File: src/rtl/ram_arbiter.sv
// Round-robin arbiter and sequencer sharing one 256x8 data RAM port between
// the CPU datapath (A) and the debug/loader port (B), with optional zero-fill after reset.
module ram_arbiter #(
  parameter int ADDR_W         = 8,
  parameter int DATA_W         = 8,
  parameter int DEPTH          = 256,
  parameter bit CLEAR_ON_RESET = 1'b1
) (
  input  logic              Clock,
  input  logic              Reset,
  input  logic              ReqA,
  input  logic              WeA,
  input  logic [ADDR_W-1:0] AddrA,
  input  logic [DATA_W-1:0] WDataA,
  output logic              AckA,
  output logic [DATA_W-1:0] RDataA,
  input  logic              ReqB,
  input  logic              WeB,
  input  logic [ADDR_W-1:0] AddrB,
  input  logic [DATA_W-1:0] WDataB,
  output logic              AckB,
  output logic [DATA_W-1:0] RDataB,
  output logic [ADDR_W-1:0] Address,
  output logic [DATA_W-1:0] MemWriteData,
  output logic              MemWrite,
  output logic              MemRead,
  input  logic [DATA_W-1:0] MemReadData,
  output logic              Busy
);

  typedef enum logic [2:0] {CLEAR, IDLE, ACCESS, RWAIT, DONE} state_t;

  localparam logic [ADDR_W-1:0] LAST_ADDR = ADDR_W'(DEPTH - 1);

  state_t state;
  logic   lastB;
  logic   gntB;

  // The sweep uses Address itself as the word counter.
  always_ff @(posedge Clock or negedge Reset) begin
    if (!Reset) begin
      state        <= CLEAR_ON_RESET ? CLEAR : IDLE;
      Busy         <= CLEAR_ON_RESET;
      lastB        <= 1'b1;
      gntB         <= 1'b0;
      AckA         <= 1'b0;
      AckB         <= 1'b0;
      RDataA       <= '0;
      RDataB       <= '0;
      Address      <= '0;
      MemWriteData <= '0;
      MemWrite     <= 1'b0;
      MemRead      <= 1'b0;
    end else begin
      case (state)
        CLEAR: begin
          if (MemWrite && Address == LAST_ADDR) begin
            MemWrite <= 1'b0;
            Busy     <= 1'b0;
            state    <= IDLE;
          end else begin
            Address      <= MemWrite ? Address + 1'b1 : '0;
            MemWriteData <= '0;
            MemWrite     <= 1'b1;
          end
        end
        IDLE: begin
          AckA     <= 1'b0;
          AckB     <= 1'b0;
          MemWrite <= 1'b0;
          MemRead  <= 1'b0;
          // lastB=1 means B won last, so A takes a tie.
          if (ReqA && (!ReqB || lastB)) begin
            gntB         <= 1'b0;
            lastB        <= 1'b0;
            Address      <= AddrA;
            MemWriteData <= WDataA;
            MemWrite     <= WeA;
            MemRead      <= !WeA;
            state        <= ACCESS;
          end else if (ReqB) begin
            gntB         <= 1'b1;
            lastB        <= 1'b1;
            Address      <= AddrB;
            MemWriteData <= WDataB;
            MemWrite     <= WeB;
            MemRead      <= !WeB;
            state        <= ACCESS;
          end
        end
        ACCESS: begin
          MemWrite <= 1'b0;
          MemRead  <= 1'b0;
          state    <= MemRead ? RWAIT : DONE;
        end
        RWAIT: begin
          if (gntB) RDataB <= MemReadData;
          else      RDataA <= MemReadData;
          state <= DONE;
        end
        DONE: begin
          if (gntB) AckB <= 1'b1;
          else      AckA <= 1'b1;
          state <= IDLE;
        end
        default: state <= IDLE;
      endcase
    end
  end

endmodule

File: config.mk
export PLATFORM = sky130hd
export DESIGN_NAME = ram_arbiter
export DESIGN_NICKNAME = d
export VERILOG_FILES = /design/src/rtl/ram_arbiter.sv
export SDC_FILE = /design/constraint.sdc
export NUM_CORES = 1
export LEC_CHECK = 0
export ABC_AREA = 1
export BUFFER_PORTS_ARGS = -buffer_cell sky130_fd_sc_hd__buf_2
export CAP_MARGIN = 25
export CELL_PAD_IN_SITES_DETAIL_PLACEMENT = 1
export CELL_PAD_IN_SITES_GLOBAL_PLACEMENT = 2
export CORE_UTILIZATION = 26
export DETAILED_ROUTE_END_ITERATION = 7
export GPL_ROUTABILITY_DRIVEN = 0
export GPL_TIMING_DRIVEN = 0
export PLACE_DENSITY_LB_ADDON = 0.1
export SKIP_CTS_REPAIR_TIMING = 1
export SLEW_MARGIN = 20
export SYNTH_ARGS = -nofsm -noshare
export SYNTH_HDL_FRONTEND = slang
export SYNTH_SLANG_ARGS = --single-unit
File: constraint.sdc
create_clock -name Clock -period 1.7 [get_ports Clock]
set_input_delay 0.17 -clock Clock [delete_from_list [all_inputs] [get_ports Clock]]
set_output_delay 0.17 -clock Clock [all_outputs]
set_load 0.01 [all_outputs]
After elaboration in Yosys (flattened, before gate mapping)
Index checks and enable logic that the tools add are counted.

word-level totals
  flip-flop bits (word level) = 42

operators by class
  $add $sub $neg = 1
  reduce and logical (&&, ||, !) cells = 20
  bitwise gates (word level) = 1
  equal/unequal tests = 10
  multiplexer cells = 27

operators with widths
  kind                                                  count
  two-way mux 8 bit                                     7
  case mux 8 bit (2 select lines)                       2
  AND reduction 2 bit                                   7
  two-way mux 3 bit                                     4
  case mux 3 bit (4 select lines)                       1
  two-way mux 1 bit                                     9
  adder 8 x 1 -> 8 bit (second input constant)          1
  equality test 8 bit (second input constant)           1
  inequality test 2 bit (second input constant)         4
  nonzero test 2 bit                                    4
  equality test 3 x 2 -> 1 bit (second input constant)  2
  case mux 1 bit (2 select lines)                       3
  equality test 3 x 1 -> 1 bit (second input constant)  1
  equality test 3 bit (second input constant)           1
  zero test 1 bit                                       3
  zero test 3 bit                                       1
  inequality test 3 bit (second input constant)         1
  case mux 1 bit (3 select lines)                       1
  AND reduction 3 bit                                   1
  nonzero test 3 bit                                    1
  logical AND 1 bit                                     2
  logical OR 1 bit                                      1
  inverter 1 bit                                        1

Longest topological paths before layout
  depth in word-level cells = 5
  gate-level depth with buffers = 10
  mapped depth without buffers = 10

Worst setup path before layout
Ideal clock, no wire load.

  path kind = register -> register
  from = register Address[1]
  to = register Address[0]
  period minus slack after synthesis = 1.497 ns
  arrival time = 1.380 ns
  required time = 1.583 ns
  slack = 0.203 ns
  cell stages (with the launch flop) = 10
  setup time = 0.117 ns
  cell sequence = dfrtp_1 ha_1 nand2_2 nor2_4 nand4_4 nand2_4 nand2_4 buf_6 nand2_1 nand2_1

on the way
  word-level cells in the longest chain between the ends = 4

ends and longest elaborated chain
  element                          line  RTL
  start, declared                  23    output logic [ADDR_W-1:0] Address,
  start signal, assigned           62    Address <= MemWrite ? Address + 1'b1 : '0;
  start signal, assigned           76    Address <= AddrA;
  start signal, assigned           84    Address <= AddrB;
  equality test 8 bit              57    if (MemWrite && Address == LAST_ADDR) begin
  logical AND 1 bit                57
  inequality test 2 bit (no line)  --
  AND reduction 3 bit (no line)    --

No other way between the ends.
A chain may end at the register's enable or synchronous reset.

Worst setup path in the final report
  from = register Address[0]
  to = register MemWriteData[7]

on the way
  word-level cells in the longest chain between the ends = 4

ends and longest elaborated chain
  element                          line  RTL
  equality test 8 bit              57
  logical AND 1 bit                57
  inequality test 2 bit (no line)  --
  AND reduction 3 bit (no line)    --
  end signal, assigned             77    MemWriteData <= WDataA;
  end signal, assigned             85    MemWriteData <= WDataB;
  end, declared                    24    output logic [DATA_W-1:0] MemWriteData,

No other way between the ends.

==> results.ini <==
[setup_path]
crit_path_end_kind = flip-flop
cp_data_required_time_ns = 1.89
worstPathArrival_ns = 1.79
start_kind = flip-flop
crit_type = flip-flop to flip-flop
cp_max_fo = 8

[floorplan]
io_pins = 83
rows = 33
dieArea_mm2 = 0.00897
die_h_um = 94.7
initial_core_util_pct = 27.1
die_w_um = 94.7
coreArea_mm2 = 0.00826

[cells_and_area]
area_growth_pct = 37.0
nNetsFinal = 444
drive_gt1_share_pct = 31.9
layout_commonest_cell = nand2_1
diodes = 0
layout_common_cells = 101 x nand2_1, 85 x buf_2, 39 x dfrtp_1
finalInstanceArea_mm2 = 0.00306
fillers = 1046

[power]
swShare_pct = 42.4
internal-power_mw = 3.07
irDropWorstVdd_mv = 0.613
p_sw_mw = 2.26
power_density_mw_per_mm2 = 1740
power.static_leakage_nw = 1.72
pwr-share-comb_pct = 49.2
seqPwrFrac_pct = 32.8
pwr-share-clk_pct = 18.0

[timing]
finalSetupTns_ns = 0
hold_viol = 0
fmax_mhz = 624
finClkSkew_ns = 0.00664
finalWorstSetupSlack_ns = 0.0977
worst_slew_pin_slew_ns = 0.435
period_share_pct = 94.3
setup_viol = 0
final_max_slew_viol_count = 0
period_minus_slack_ns = 1.60
slew_headroom_pct = 71.0

[placement]
dp.final_hpwl_um = 5200
dp_slack_ns = -0.145
portBuffers = 82
post_dp_cell_area_mm2 = 0.00278

[cts]
cts_sinks = 42
htree_levels = 2
clk_pin_slew_ns = 0.08
cts_tree = yes
clockBufferDepth = 2
cts_buffers = 5
insertion_delay_ns = 0.30
root_buffer = clkbuf_8

[route]
drc = 0
wirelength_um = 6960
wl_per_cell_um = 13.8
first_pass_iters = 4
ant_nets = 0
vias_per_cell = 4.49
vias = 2260
drt_iter0_markers = 45

[synthesis]
postSynthNetCount = 345
ys_types = 28
yosysWarnings = 0
yosysSeqAreaShare_pct = 47.1
syn_inst = 298
synth_area_mm2 = 0.00224
syn_avg_cell_area_um2 = 7.50
ys_seq_elements = 42

[global_routing]
grt_usage_pct = 16.6
grt_pass1_wl_um = 11400
grt_pass1_vias = 2247
grt_max_degree = 43
grt-ovfl-total = 0
antenna_found_initial = 0

[flow_run]
drv_cap = 0

[outcome]
run_status = finished clean

[worst_hold_path]
hp-class = primary input to flip-flop

-- per-stage QoR --
stage               instances  hold WS [ns]  total power, mW  utilization (%)
detailed placement        485         0.401             4.16             33.6
CTS                       493        0.0647             5.15             35.3
finish                    503         0.129             5.33             37.1
global placement          485         0.391             4.13             33.6
global route              503         0.143             5.85             37.1
floorplan                 298        -0.126             3.24                -
-- state kept, by name, indices dropped and copies added, names as in the netlist --
name / flops
AckA: 1
MemWrite: 1
RDataB: 8
state: 3
RDataA: 8
Address: 8
MemWriteData: 8
MemRead: 1
lastB: 1
gntB: 1
AckB: 1
Busy: 1
-- power by group through the flow --
| stage | clock [mW] | sequential, mW | combinational [mW] |
|---|---|---|---|
| 3_3_place_gp | 0 | 1.76 | 2.37 |
| 6_report | 0.958 | 1.75 | 2.63 |
| 2_1_floorplan | 0 | 1.88 | 1.36 |
| 3_5_place_dp | 0 | 1.76 | 2.40 |
| 4_1_cts | 0.992 | 1.75 | 2.41 |
| 5_1_grt | 1.02 | 1.83 | 2.99 |
-- synthesized netlist by cell type --
cell	n	share of area [%]
clkbuf_1	1	0.17
o211ai_1	1	0.34
a21oi_1	2	0.45
nor2_4	2	1.0
ha_1	1	0.56
nand2_2	1	0.28
nand2_4	3	1.5
a32o_1	2	0.90
nand3b_1	1	0.34
buf_4	2	0.67
o21ai_1	1	0.22
dfrtp_1	40	45
o21ai_0	29	6.5
dfstp_2	2	2.4
a22oi_1	1	0.34
buf_2	5	1.1
or2_2	1	0.28
o21a_1	1	0.34
nor2_1	27	4.5
inv_2	3	0.50
buf_6	1	0.50
a21boi_2	1	0.50
nand4_4	1	0.95
a21oi_4	1	0.73
nand3_1	29	6.5
inv_1	35	5.9
nand2_1	102	17
o21bai_1	2	0.67
-- layer usage --
layer	track usage, %	vias up	part of all wire [%]
met5	0	-	0
met4	5.68	0	1.9
met3	4.03	11	5.1
met2	29.1	54	49
met1	19.9	1062	44
li1	-	1133	-
-- final cells by class --
cell class	count	area [µm²]	share of cell area, %
plain buffers	9	63.8	2.08
well taps	105	131	4.29
repair buffers	92	518	16.9
flip-flops and latches	42	1050	34.4
clock inverters	3	68.8	2.25
clock buffers	5	68.8	2.25
inverters	38	143	4.66
multi-input cells	209	1010	33.1
-- worst paths after layout --
| kind | startpoint | end | slack (ns) | depth (start not counted) |
|---|---|---|---|---|
| max | Address[0]$_DFFE_PN0P_ | MemWriteData[7]$_DFFE_PN0P_ | 0.1 | 9 |
| min | MemReadData[1] | RDataA[1]$_DFFE_PN0P_ | 0.13 | 3 |
| max reg2reg | Address[0]$_DFFE_PN0P_ | MemWriteData[7]$_DFFE_PN0P_ | 0.1 | 9 |
| min reg2reg | Busy$_DFFE_PN1P_ | Busy$_DFFE_PN1P_ | 0.46 | 1 |
| max in group asynchronous | Reset | lastB$_DFFE_PN1P_ | 0.81 | 3 |
| min in group asynchronous | Reset | RDataB[5]$_DFFE_PN0P_ | 0.34 | 2 |
-- cell families after synthesis --
family                   count (synthesis)  synth area share (%)
buffers and inverters                   47                  8.84
flip-flops                              42                  47.1
AND/OR/NAND/NOR                        167                  32.5
AO/OA/AOI/OAI                           41                  11.0
adder cells (fa/ha/maj)                  1                 0.560
-- worst max-delay path, stage by stage (launching register included) --
cell       delay (ns)
dfrtp_1          0.43
ha_2             0.23
nand2_4          0.07
nor2_4           0.15
nand4_4          0.14
nand2_8          0.13
nand2_8          0.08
clkbuf_16        0.17
nand2_1          0.06
nand2_1          0.05
No activity file was read; power rests on OpenSTA's default activity.
